### config.mk
export PLATFORM = sky130hd
export DESIGN_NAME = code_conv_scheduler
export DESIGN_NICKNAME = d
export VERILOG_FILES = /design/src/rtl/kurs_pkg.sv /design/src/rtl/code_conv.sv /design/src/rtl/code_conv_scheduler.sv
export SDC_FILE = /design/constraint.sdc
export NUM_CORES = 1
export LEC_CHECK = 0
export ABC_AREA = 1
export BUFFER_PORTS_ARGS = -buffer_cell sky130_fd_sc_hd__buf_2
export CORE_ASPECT_RATIO = 1.25
export CORE_MARGIN = 10
export CORE_UTILIZATION = 57
export DETAILED_ROUTE_END_ITERATION = 10
export PLACE_DENSITY = 0.83
export SYNTH_ARGS = -nofsm -noshare
export SYNTH_HDL_FRONTEND = slang
export SYNTH_SLANG_ARGS = --single-unit
### constraint.sdc
create_clock -name clk -period 2.1 [get_ports clk]
set_clock_uncertainty 0.05 [all_clocks]
set_input_delay 0.105 -clock clk [delete_from_list [all_inputs] [get_ports clk]]
set_output_delay 0.105 -clock clk [all_outputs]
set_load 0.005 [all_outputs]
### src/rtl/kurs_pkg.sv
// Shared types and constants for the BCD to excess-3 conversion scheduler.
// Holds the FSM state encoding and the code range limits.
package kurs_pkg;

    localparam int CODE_W = 4;

    localparam logic [CODE_W-1:0] XS3_OFFSET = 4'd3;
    localparam logic [CODE_W-1:0] BCD_MAX    = 4'd9;
    localparam logic [CODE_W-1:0] XS3_MIN    = 4'd3;
    localparam logic [CODE_W-1:0] XS3_MAX    = 4'd12;

    typedef enum logic [1:0] {
        IDLE  = 2'd0,
        GRANT = 2'd1,
        CONV  = 2'd2,
        OUT   = 2'd3
    } state_e;

endpackage

### src/rtl/code_conv.sv
// Combinational BCD to excess-3 converter with input/output range flags.
// Shared by all requesters of the scheduler.
module code_conv
    import kurs_pkg::*;
(
    input  logic [CODE_W-1:0] code_i,
    output logic [CODE_W-1:0] code_o,
    output logic              in_bad_o,
    output logic              out_bad_o
);

    // Addition wraps naturally at the code width.
    assign code_o    = code_i + XS3_OFFSET;
    assign in_bad_o  = (code_i > BCD_MAX);
    assign out_bad_o = (code_o < XS3_MIN) || (code_o > XS3_MAX);

endmodule

### src/rtl/code_conv_scheduler.sv
// Round-robin scheduler sharing one code converter among N_REQ requesters.
// Tracks a running up/down sum and a saturating error count of results.
module code_conv_scheduler
    import kurs_pkg::*;
#(
    parameter int N_REQ = 2,
    parameter int SUM_W = 4,
    parameter int ERR_W = 8
) (
    input  logic                  clk,
    input  logic                  rst_n,
    input  logic [N_REQ-1:0]      req_valid,
    input  logic [4*N_REQ-1:0]    req_code,
    output logic [N_REQ-1:0]      req_ready,
    output logic                  res_valid,
    input  logic                  res_ready,
    output logic [CODE_W-1:0]     res_code,
    output logic [1:0]            res_src,
    output logic                  res_err,
    output logic [SUM_W-1:0]      sum,
    output logic [ERR_W-1:0]      err_cnt
);

    state_e              state_q;
    logic [1:0]          last_q;
    logic [1:0]          sel_q;
    logic [CODE_W-1:0]   code_q;
    logic [N_REQ-1:0]    ready_q;
    logic                res_valid_q;
    logic [CODE_W-1:0]   res_code_q;
    logic [1:0]          res_src_q;
    logic                res_err_q;
    logic [SUM_W-1:0]    sum_q;
    logic [ERR_W-1:0]    err_q;

    logic [3:0]          valid_pad;
    logic [15:0]         code_pad;
    logic                any_v;
    logic [1:0]          sel_d;
    logic                found;
    logic [2:0]          cand;
    logic [N_REQ-1:0]    grant_oh;
    logic [CODE_W-1:0]   conv_code;
    logic                conv_in_bad;
    logic                conv_out_bad;
    logic [SUM_W-1:0]    sum_d;
    logic [ERR_W-1:0]    err_d;

    assign valid_pad = 4'(req_valid);
    assign code_pad  = 16'(req_code);
    assign any_v     = |req_valid;

    // Search starts one past the last granted requester.
    always_comb begin
        sel_d = last_q;
        found = 1'b0;
        cand  = '0;
        for (int k = 1; k <= N_REQ; k++) begin
            cand = {1'b0, last_q} + 3'(k);
            if (cand >= 3'(N_REQ)) begin
                cand = cand - 3'(N_REQ);
            end
            if (!found && valid_pad[cand[1:0]]) begin
                found = 1'b1;
                sel_d = cand[1:0];
            end
        end
    end

    always_comb begin
        grant_oh = '0;
        for (int i = 0; i < N_REQ; i++) begin
            grant_oh[i] = (sel_d == 2'(i));
        end
    end

    code_conv u_conv (
        .code_i    (code_q),
        .code_o    (conv_code),
        .in_bad_o  (conv_in_bad),
        .out_bad_o (conv_out_bad)
    );

    // Only clean, non-zero results move the sum; odd codes count down.
    always_comb begin
        sum_d = sum_q;
        if (!res_err_q && (res_code_q != '0)) begin
            if (res_code_q[0]) begin
                sum_d = sum_q - SUM_W'(1);
            end else begin
                sum_d = sum_q + SUM_W'(1);
            end
        end
    end

    always_comb begin
        err_d = err_q;
        if (res_err_q && (err_q != '1)) begin
            err_d = err_q + ERR_W'(1);
        end
    end

    always_ff @(posedge clk or negedge rst_n) begin
        if (!rst_n) begin
            state_q     <= IDLE;
            last_q      <= 2'(N_REQ - 1);
            sel_q       <= '0;
            code_q      <= '0;
            ready_q     <= '0;
            res_valid_q <= 1'b0;
            res_code_q  <= '0;
            res_src_q   <= '0;
            res_err_q   <= 1'b0;
            sum_q       <= '0;
            err_q       <= '0;
        end else begin
            unique case (state_q)
                IDLE: begin
                    if (any_v) begin
                        state_q <= GRANT;
                        sel_q   <= sel_d;
                        ready_q <= grant_oh;
                    end
                end
                GRANT: begin
                    ready_q <= '0;
                    if (valid_pad[sel_q]) begin
                        code_q  <= code_pad[{sel_q, 2'b00} +: 4];
                        last_q  <= sel_q;
                        state_q <= CONV;
                    end else begin
                        state_q <= IDLE;
                    end
                end
                CONV: begin
                    res_code_q  <= conv_code;
                    res_err_q   <= conv_in_bad | conv_out_bad;
                    res_src_q   <= sel_q;
                    res_valid_q <= 1'b1;
                    state_q     <= OUT;
                end
                OUT: begin
                    if (res_ready) begin
                        res_valid_q <= 1'b0;
                        sum_q       <= sum_d;
                        err_q       <= err_d;
                        if (any_v) begin
                            state_q <= GRANT;
                            sel_q   <= sel_d;
                            ready_q <= grant_oh;
                        end else begin
                            state_q <= IDLE;
                        end
                    end
                end
                default: begin
                    state_q <= IDLE;
                end
            endcase
        end
    end

    assign req_ready = ready_q;
    assign res_valid = res_valid_q;
    assign res_code  = res_code_q;
    assign res_src   = res_src_q;
    assign res_err   = res_err_q;
    assign sum       = sum_q;
    assign err_cnt   = err_q;

endmodule

---- Word-level counts from Yosys, hierarchy flattened ----
Cells that the tools add are included.
cells by class
  add/sub/neg operators ................... 8
  magnitude comparators ................... 8
  eq/ne operators ......................... 7
  shift-type cells ........................ 1
  multiplexer cells ....................... 25
  bitwise logic cells ..................... 1
  reduce and logical (&&, ||, !) cells .... 20
operators by type and width
  cell                   count
  $mux W2                11
  $shiftx A16 B5 Y4      1
  $reduce_and A2 Y1      5
  $lt A2 B3 Y1 const B   3
  $add A8 B1 Y8 const B  1
  $gt A4 B4 Y1 const B   2
  $ne A8 B8 Y1 const B   1
  $pmux W2 S4            1
  $bmux W1 S2            3
  $ge A3 B2 Y1 const B   2
  $mux W1                6
  $pmux W2 S3            1
  $reduce_and A3 Y1      2
  $add A4 B1 Y4 const B  1
  $add A4 B2 Y4 const B  1
  $eq A2 B1 Y1 const B   2
  $eq A2 B2 Y1 const B   2
  $logic_not A2 Y1       2
  $lt A4 B2 Y1 const B   1
  $mux W4                1
  $ne A2 B2 Y1 const B   2
  $pmux W2 S2            1
  $reduce_bool A2 Y1     2
  $reduce_bool A4 Y1     1
  11 further kinds       15
storage, ports and cells
  register bits ........................... 32
  bits of input ports ..................... 13
  output and inout port bits .............. 22
  logic and storage cells ................. 81

---- Logic depth before layout (Yosys ltp) ----
Gate-level depths: netlist (run 1).
  word-level depth ........................ 13
  depth in mapped cells ................... 9
  gate-level depth less buffers ........... 9

---- Modules after synthesis ----
From an unflattened synthesis (run 1), not the netlist that was laid out.
unflattened totals
  cell total of the unflattened synthesis .. 235
  area total of the unflattened synthesis .. 1769.2 µm²
modules (own cells, without submodules)
  module               instances  cells an instance  area each (µm²)  seq. area each (µm²)
  code_conv_scheduler  1          209                1640.3           802.0
  code_conv            1          26                 128.9            0.0

---- Least setup slack after synthesis (run 1) ----
OpenSTA, ideal clock, no wires.
  path kind ............................... flip-flop to flip-flop
  start ................................... register err_q[0], in the netlist err_cnt[0]
  end ..................................... register err_q[5], in the netlist err_cnt[5]
  library setup time ...................... 0.126 ns
  arrival time ............................ 1.183 ns
  data required time ...................... 1.924 ns
  path slack .............................. 0.741 ns
  cell stages (with the launch flop) ...... 8
  buffers on the path ..................... 1
  clock period less this slack ............ 1.359 ns
  path through ............................ dfrtp_1 > ha_1 > nand3_1 > nor2_2 > nand3_1 > nand2_2 > buf_6 > o21ai_0
between the ends
  cells in the longest elaborated chain, start to end .. 3
  elaborated cells between the ends (all ways) .. 4
  those cells by class .................... add/sub (1); eq/ne (1); reduce/logical (2)
ends and longest elaborated chain
  what                                                                   line                        text
  from (decl)                                                            code_conv_scheduler.sv:34   logic [ERR_W-1:0] err_q;
  from (signal assigned)                                                 code_conv_scheduler.sv:146  err_q <= err_d;
  parallel branches: the longest is 3 deep, another holds $add A8 B1 Y8  -
Several ways; the timed one is not identified.
A chain may end at the register's enable or synchronous reset.

---- Worst setup path in the final report (run 1) ----
  start ................................... register err_q[1], in the netlist err_cnt[1]
  end ..................................... register err_q[1], in the netlist err_cnt[1]
Same word-level chain as after synthesis.

==> results.yml, run 1 <==
outcome:
  outcome: "finished clean"
worst_setup_path:
  reg2reg_depth: 8
  cp_data_arrival_time_ns: 1.77
  startpoint: "err_cnt[1]"
  reg2reg_slack_ns: 0.51
  crit_fanout: 12
  start_kind: "register"
  criticalPathCategory: "reg2reg"
  worstReg2RegStart: "err_cnt[1]"
  reg2reg_to: "err_cnt[1]"
  cp-end-kind: "register"
  crit_required_ns: 2.28
grt:
  grt_pass1_wl_um: 6220
  first_global_vias: 1420
  grt_max_degree: 33
  track_usage_pct: 14.6
  grt_overflow: 0
  antenna_found_initial: 0
cts:
  cts_max_level: 2
  cts_resized: 0
  path_clk_slew_ns: 0.10
  cts_buffers: 5
  hold_buffers: 2
  cts_root_buffer: "clkbuf_4"
  tritoncts: "built"
  cts_setup_buffers: 0
  clock_latency_ns: 0.34
  clock_path_buffers: 2
  clock_sinks: 32
sta:
  maxSlewHeadroom_pct: 53.5
  hold_viol: 0
  fin_crit_sh_pct: 75.7
  setup_viol: 0
  drv_slew: 0
  timing.fmax_mhz: 629
  grt_setup_unrepaired: "false"
  tightestPinTransition_ns: 0.698
  fin_ws_ns: 0.510
  setup_tns_ns: 0
  holdWs_ns: 0.0223
  fin_crit_ns: 1.59
yosys:
  synth_seq_cells: 32
  syn_area_um2: 1620
  ys_seq_area_share_pct: 49.4
  syn-instance-count: 200
  synth_area_leaders: "dfrtp_1 (48%), nand2_1 (14%), o21ai_0 (5.5%)"
  yosysTopAreaCell: "dfrtp_1"
  synth_most_common_cell: "nand2_1"
  ys_warn_count: 0
  synth_edf_count: 0
  yosysTopAreaCellShare_pct: 47.8
  synth_commonest_cells: "nand2_1 (62), dfrtp_1 (31), inv_1 (21), nor2_1 (21), o21ai_0 (18)"
  syn_nets: 219
  synthDistinctLibCells: 20
  synth_ff_type: "dfrtp_1"
  ys_async_sr_fraction_pct: 100
  avgSynthCellArea_um2: 8.12
place:
  pre_cts_ws_ns: 0.540
  dp_hpwl_um: 2630
  gp_congestion: 0.751
  numPortBuffers: 34
layout:
  nFillCells: 225
  diodes: 0
  layout-drive-gt1-share_pct: 18.9
  finalNetCount: 261
  syn2layout_area_growth_pct: 18.3
  fin_util_pct: 71.0
min_path:
  hold_depth: 5
  min_path_type: "in2reg"
  hp-start: "req_code[1]"
  min_to: "code_q[1]"
drt:
  ant_nets: 0
  drt_wl_total_um: 3470
  dr.pass1.iters: 4
  drc_errors: 0
  drt-initial-drc-count: 85
  vias: 1432
  vias_per_cell: 5.17
  wl_per_cell_um: 12.5
run:
  drv_cap: 0
power_and_ir_drop:
  ir_drop_mv: 0.373
  power_density_nw_per_um2: 586
  p_leak_nw: 1.05
floorplan:
  die_y_um: 79.7
  core-area_um2: 2710
  start_util_pct: 60.0
  die-area_um2: 5400
  rows: 21
  ios: 35
  die_w_um: 67.7
-- critical path, cell delays in order, from the launching register on --
cell and delay (ns):
dfrtp_1 0.41, ha_1 0.20, nand3_1 0.15, nor2_2 0.15, nand3_1 0.10, nand2_2 0.19, inv_1 0.12, nand2_1 0.07
nand2_1 0.05
-- final cells by class --
| type | count | area [µm²] | share of cell area [%] |
|---|---|---|---|
| clock buffer | 6 | 41.3 | 2.15 |
| clock inverter | 2 | 35.0 | 1.82 |
| inverter | 21 | 78.8 | 4.10 |
| multi-input combinational | 146 | 732 | 38.1 |
| sequential | 32 | 802 | 41.7 |
| tap | 34 | 42.5 | 2.21 |
| timing repair buffer | 36 | 190 | 9.90 |
-- routing by layer --
metal / wire, µm / part of all wire [%] / global-route usage (%) / vias up
met2: 1700 / 49 / 24.2 / 49
li1: - / - / - / 715
met5: 0 / 0 / 0 / -
met1: 1400 / 40 / 16.7 / 659
met3: 294 / 8.5 / 5.62 / 9
met4: 70 / 2.0 / 4.94 / 0
-- flip-flops by register name (all words and copies together) (netlist names), named ones only --
register / flops
err_cnt: 8
code_q: 4
res_valid: 1
state_q: 1
res_err: 1
sel_q: 2
req_ready: 2
last_q: 2
res_src: 2
sum: 4
res_code: 4
-- placed cells by master (no fill, tap or decap), types with 2 or more instances in the layout --
cell	n
a21oi_1	7
buf_2	34
clkbuf_4	5
dfrtp_1	31
dlygate4sd3_1	2
ha_1	5
inv_1	21
nand2_1	62
nand3_1	13
nor2_1	21
nor2_2	2
o21ai_0	18
xnor2_1	8
xor2_1	3
-- where the power goes --
part / leakage (nW) / internal, mW / switching, mW
combinational: 0.603 / 0.0154 / 0.0251
sequential: 0.405 / 0.618 / 0.00292
clock: 0.0422 / 0.249 / 0.215
-- kinds of logic (layout without fill, tap and decap cells) --
logic type | after synthesis | in the layout | share of synthesized area, %
AO/OA/AOI/OAI | 28 | 28 | 8.94
XOR/XNOR | 11 | 11 | 5.93
adder cells (fa/ha/maj) | 6 | 6 | 5.08
buffers and inverters | 22 | 65 | 5.55
flip-flops | 32 | 32 | 49.4
AND/OR/NAND/NOR | 101 | 101 | 25.1
-- metrics by stage --
step                      cell area [µm²]  cells  power [mW]
after detailed placement             1830    267       0.671
after global placement               1830    267       0.671
final                                1920    277        1.13
after CTS                            1920    277        1.14
after global routing                 1920    277        1.17
after floorplan                      1620    200       0.645
-- worst max-delay path by stage --
| stage | endpoint | slack [ns] | cells past startpoint |
|---|---|---|---|
| final | err_cnt[1] | 0.51 | 8 |
| after global routing | err_cnt[7] | 0.34 | 8 |
| after CTS | err_cnt[1] | 0.51 | 8 |
| after detailed placement | err_cnt[1] | 0.54 | 8 |
| after global placement | err_cnt[1] | 0.64 | 8 |
| after floorplan | err_cnt[5] | 0.74 | 7 |
Note: power is estimated with default switching activity, not from simulation.
==> run 2, diff against run 1 <==
CORE_UTILIZATION = 53   (was 57)
PLACE_DENSITY = 0.78   (was 0.83)
clock period = 1.6 ns   (was 2.1 ns; I/O delays follow)
==> results.yml, run 2 (synthesized netlist as in run 1, its figures left out) <==
place:
  placedCellCount: 270
  placed_area_um2: 1840
  dp_hpwl_um: 2540
  numPortBuffers: 34
  gp_congestion: 0.787
sta:
  holdWs_ns: 0.0382
  maxSlewHeadroom_pct: 52.7
  timing.fmax_mhz: 645
  fin_crit_sh_pct: 97.0
  setup_viol: 0
  fin_crit_ns: 1.55
  tightestPinTransition_ns: 0.710
  hold_viol: 0
  drv_slew: 0
layout:
  diodes: 0
  design_area_um2: 2040
  most-common-layout-cells: "nand2_1 (62), buf_2 (34), dfrtp_1 (30)"
  layout-drive-gt1-share_pct: 21.5
  fin_util_pct: 69.2
  finalNetCount: 274
  layout_commonest_cell: "nand2_1"
  largest_reg_flops: 8
  fin_cells: 292
  syn2layout_area_growth_pct: 25.4
power_and_ir_drop:
  finalPower_mw: 1.36
  p_leak_nw: 1.09
  power_density_nw_per_um2: 669
  ir_drop_mv: 0.583
floorplan:
  die_w_um: 69.5
  core-area_um2: 2950
  start_util_pct: 55.1
  die-area_um2: 5690
  die_y_um: 81.9
  ios: 35
  rows: 22
cts:
  tritoncts: "built"
  cts_max_level: 2
  path_clk_slew_ns: 0.09
  clock_path_buffers: 2
  cts_buffers: 5
  cts_root_buffer: "clkbuf_4"
  clock_sinks: 32
  clock_latency_ns: 0.33
drt:
  ant_nets: 0
  vias_per_cell: 4.89
  drt_wl_total_um: 3550
  drc_errors: 0
  wl_per_cell_um: 12.2
  vias: 1429
  dr.pass1.iters: 5
  drt-initial-drc-count: 68
worst_setup_path:
  startpoint: "err_cnt[1]"
  reg2reg_depth: 8
  start_kind: "register"
  reg2reg_slack_ns: 0.05
  reg2reg_to: "err_cnt[7]"
  crit_fanout: 5
  cp-end-kind: "register"
  worstReg2RegStart: "err_cnt[1]"
  cp_data_arrival_time_ns: 1.73
  criticalPathCategory: "reg2reg"
  crit_required_ns: 1.78
  crit_end: "err_cnt[7]"
grt:
  grt_pass1_wl_um: 6070
  met2_usage_pct: 22.3
  track_usage_pct: 12.9
  busiest_layer: "met2"
  grt_max_degree: 33
  use_met1_pct: 13.5
  antenna_found_initial: 0
  first_global_vias: 1412
  met3_usage_pct: 5.79
  grt_overflow: 0
run:
  drv_cap: 0
min_path:
  min_path_type: "in2reg"
outcome:
  outcome: "finished clean"
## run 2: area by class of cell
type / instances / area, µm²
timing repair buffer: 48 / 298
inverter: 21 / 81.3
tap: 36 / 45.0
multi-input combinational: 147 / 751
clock buffer: 8 / 58.8
fill: 257 / 908
sequential: 32 / 803
## run 2: critical path: stages (launching register included)
cell,delay (ns)
dfrtp_1,0.41
ha_2,0.21
nand3_1,0.13
nor2_2,0.19
nand3_2,0.13
nand2_4,0.12
inv_1,0.09
nand2_1,0.07
nand2_1,0.04
## run 2: stage by stage
step,setup slack [ns],TNS (ns)
after global routing,-0.0694,-0.304
after CTS,0.0360,0
after detailed placement,0.0646,0
after floorplan,0.241,0
after global placement,0.125,0
final,0.0485,0
## run 2: routing by layer
layer	vias to the layer above	part of all wire, %
met4	0	1.5
met2	32	50
met5	-	0
met1	646	41
li1	746	-
met3	5	7.1
## run 2: worst min path at each step
stage            startpoint         end  slack, ns  depth (start not counted)
6_report          res_ready  state_q[0]       0.04                          4
4_1_cts        req_valid[0]  state_q[0]       0.02                          4
3_3_place_gp          rst_n      sum[0]       0.12                          1
2_1_floorplan         rst_n   async pin      -0.27                          0
5_1_grt        req_valid[0]  state_q[0]       0.05                          4
3_5_place_dp          rst_n      sum[0]       0.12                          1
## run 2: power by group
group | switching, mW | total (mW) | internal (mW) | leakage [nW]
Combinational | 0.0353 | 0.0667 | 0.0314 | 0.655
Clock | 0.266 | 0.482 | 0.217 | 0.0326
Sequential | 0.00333 | 0.814 | 0.811 | 0.405
## run 2: repair_timing
| item | CTS | global route |
|---|---|---|
| setup endpoints to repair | 0 | 8 |
| hold endpoints to repair | 36 | 0 |
| gates resized for setup | 0 | 6 |
| hold buffers | 9 | 0 |
| buffers inserted | 0 | 4 |
==> run 3, diff against run 2 <==
clock period = 1.45 ns   (was 1.6 ns; I/O delays follow)
==> results.yml, run 3 (synthesized netlist as in run 1, its figures left out) <==
floorplan:
  die_y_um: 81.9
  ios: 35
  core-area_um2: 2950
  rows: 22
  die-area_um2: 5690
  start_util_pct: 55.1
  die_w_um: 69.5
sta:
  timing.fmax_mhz: 715
  hold_viol: 0
  fin_crit_sh_pct: 96.4
  drv_slew: 0
  setup_viol: 0
  tightestPinTransition_ns: 0.394
  fin_crit_ns: 1.40
  maxSlewHeadroom_pct: 73.8
  setup_tns_ns: 0
  fin_ws_ns: 0.0524
worst_setup_path:
  reg2reg_depth: 8
  cp-end-kind: "register"
  critPathMaxStageDelay_ns: 0.40
  criticalPathCategory: "reg2reg"
  cpMaxStageDelayCell: "dfrtp_1"
  path_cells: "ha_4 -> nand3_2 -> nor2_2 -> nand3_2 -> nand2_4 -> inv_1 -> nand2_1 -> nand2_1"
  crit_required_ns: 1.63
  reg2reg_slack_ns: 0.05
  crit_fanout: 8
  cp_data_arrival_time_ns: 1.58
  reg2reg_to: "err_cnt[1]"
  worstReg2RegStart: "err_cnt[1]"
  start_kind: "register"
grt:
  track_usage_pct: 13.8
  first_global_vias: 1556
  grt_pass1_wl_um: 6560
  antenna_found_initial: 0
  grt_overflow: 0
  grt_max_degree: 33
power_and_ir_drop:
  pwr-share-clk_pct: 35.8
  p_comb_share_pct: 4.9
  p_leak_nw: 1.14
  swShare_pct: 23.0
  power_switching_uw: 349
  ir_drop_mv: 0.517
  internal_power_mw: 1.17
  finalPower_mw: 1.52
  power_frac_seq_pct: 59.3
  power_density_nw_per_um2: 706
cts:
  clock_latency_ns: 0.34
  cts_buffers: 5
  cts_max_level: 2
  path_clk_slew_ns: 0.10
  cts_root_buffer: "clkbuf_4"
  clock_path_buffers: 2
  tritoncts: "built"
  clock_sinks: 32
drt:
  ant_nets: 0
  vias: 1496
  drt_wl_total_um: 3770
  vias_per_cell: 4.97
  drc_errors: 0
  drt-initial-drc-count: 64
  dr.pass1.iters: 4
  wl_per_cell_um: 12.5
place:
  gp_congestion: 0.764
  dp_hpwl_um: 2690
  pre_cts_ws_ns: -0.0121
  numPortBuffers: 34
layout:
  finalNetCount: 283
  diodes: 0
  syn2layout_area_growth_pct: 32.4
  most-common-layout-cells: "nand2_1 (62), buf_2 (34), dfrtp_1 (30)"
  layout-drive-gt1-share_pct: 27.2
  fin_util_pct: 73.0
  layout_commonest_cell: "nand2_1"
  largest_reg_flops: 8
min_path:
  hold_depth: 5
  hp-start: "req_code[5]"
  min_path_type: "in2reg"
  min_to: "code_q[1]"
run:
  drv_cap: 0
outcome:
  outcome: "finished clean"
==> run 3: changes by cell type in the layout (fill, tap and decap cells not counted), sizes merged <==
cell         delta
buf            +11
nand2           -1
dlygate4sd3     -1
==> run 3: metal layers <==
layer | wire [µm] | part of all wire (%) | global-route usage (%)
met1 | 1480 | 39 | 13.4
met3 | 291 | 7.7 | 5.67
met4 | 76 | 2.0 | 6.25
met2 | 1920 | 51 | 25.5
met5 | 0 | 0 | 0
==> run 3: final cells by class <==
type                       count  area, µm²
sequential                    32        803
inverter                      21       78.8
clock buffer                   8       58.8
tap                           36       45.0
fill                         240        796
timing repair buffer          58        374
multi-input combinational    146        790
==> run 3: critical path, delay by kind of cell (launching register included) <==
| family | cells | cell delay [ns] |
|---|---|---|
| fa+ha+maj | 1 | 0.16 |
| buf+inv | 1 | 0.09 |
| flops | 1 | 0.40 |
| simple gates | 6 | 0.59 |
==> run 3: worst max-delay path by stage <==
stage                     cells after the start  slack, ns          to   startpoint
final                                         8       0.05  err_cnt[1]   err_cnt[1]
after floorplan                               7       0.09  err_cnt[5]   err_cnt[0]
after CTS                                     8      0.006  err_cnt[6]   err_cnt[0]
after detailed placement                      4      -0.01      sum[2]  res_code[0]
after global routing                          8      -0.06  err_cnt[4]   err_cnt[1]
after global placement                        4       0.04      sum[2]  res_code[0]
==> run 3: timing repair <==
item,in CTS,in global routing
hold buffers,8,0
endpoints found under the hold margin,36,0
endpoints found under the setup margin,2,11
pin swaps,0,4
setup buffers,0,7
resized for setup,1,14
==> run 3: power groups by stage <==
stage	clock network, mW	registers [mW]	logic, mW
after floorplan	0	0.916	0.0184
after global placement	0	0.917	0.0583
after detailed placement	0	0.917	0.0588
after CTS	0.562	0.899	0.0753
after global routing	0.596	0.901	0.0877
final	0.544	0.900	0.0743
==> run 3: metrics by stage <==
| step | cells | hold slack [ns] | instance area, µm² |
|---|---|---|---|
| 2_1_floorplan | 200 | -0.273 | 1620 |
| 3_3_place_gp | 278 | 0.0680 | 1900 |
| 3_5_place_dp | 278 | 0.0663 | 1900 |
| 4_1_cts | 294 | 0.000670 | 2040 |
| 5_1_grt | 301 | 0.0354 | 2150 |
| 6_report | 301 | 0.0106 | 2150 |
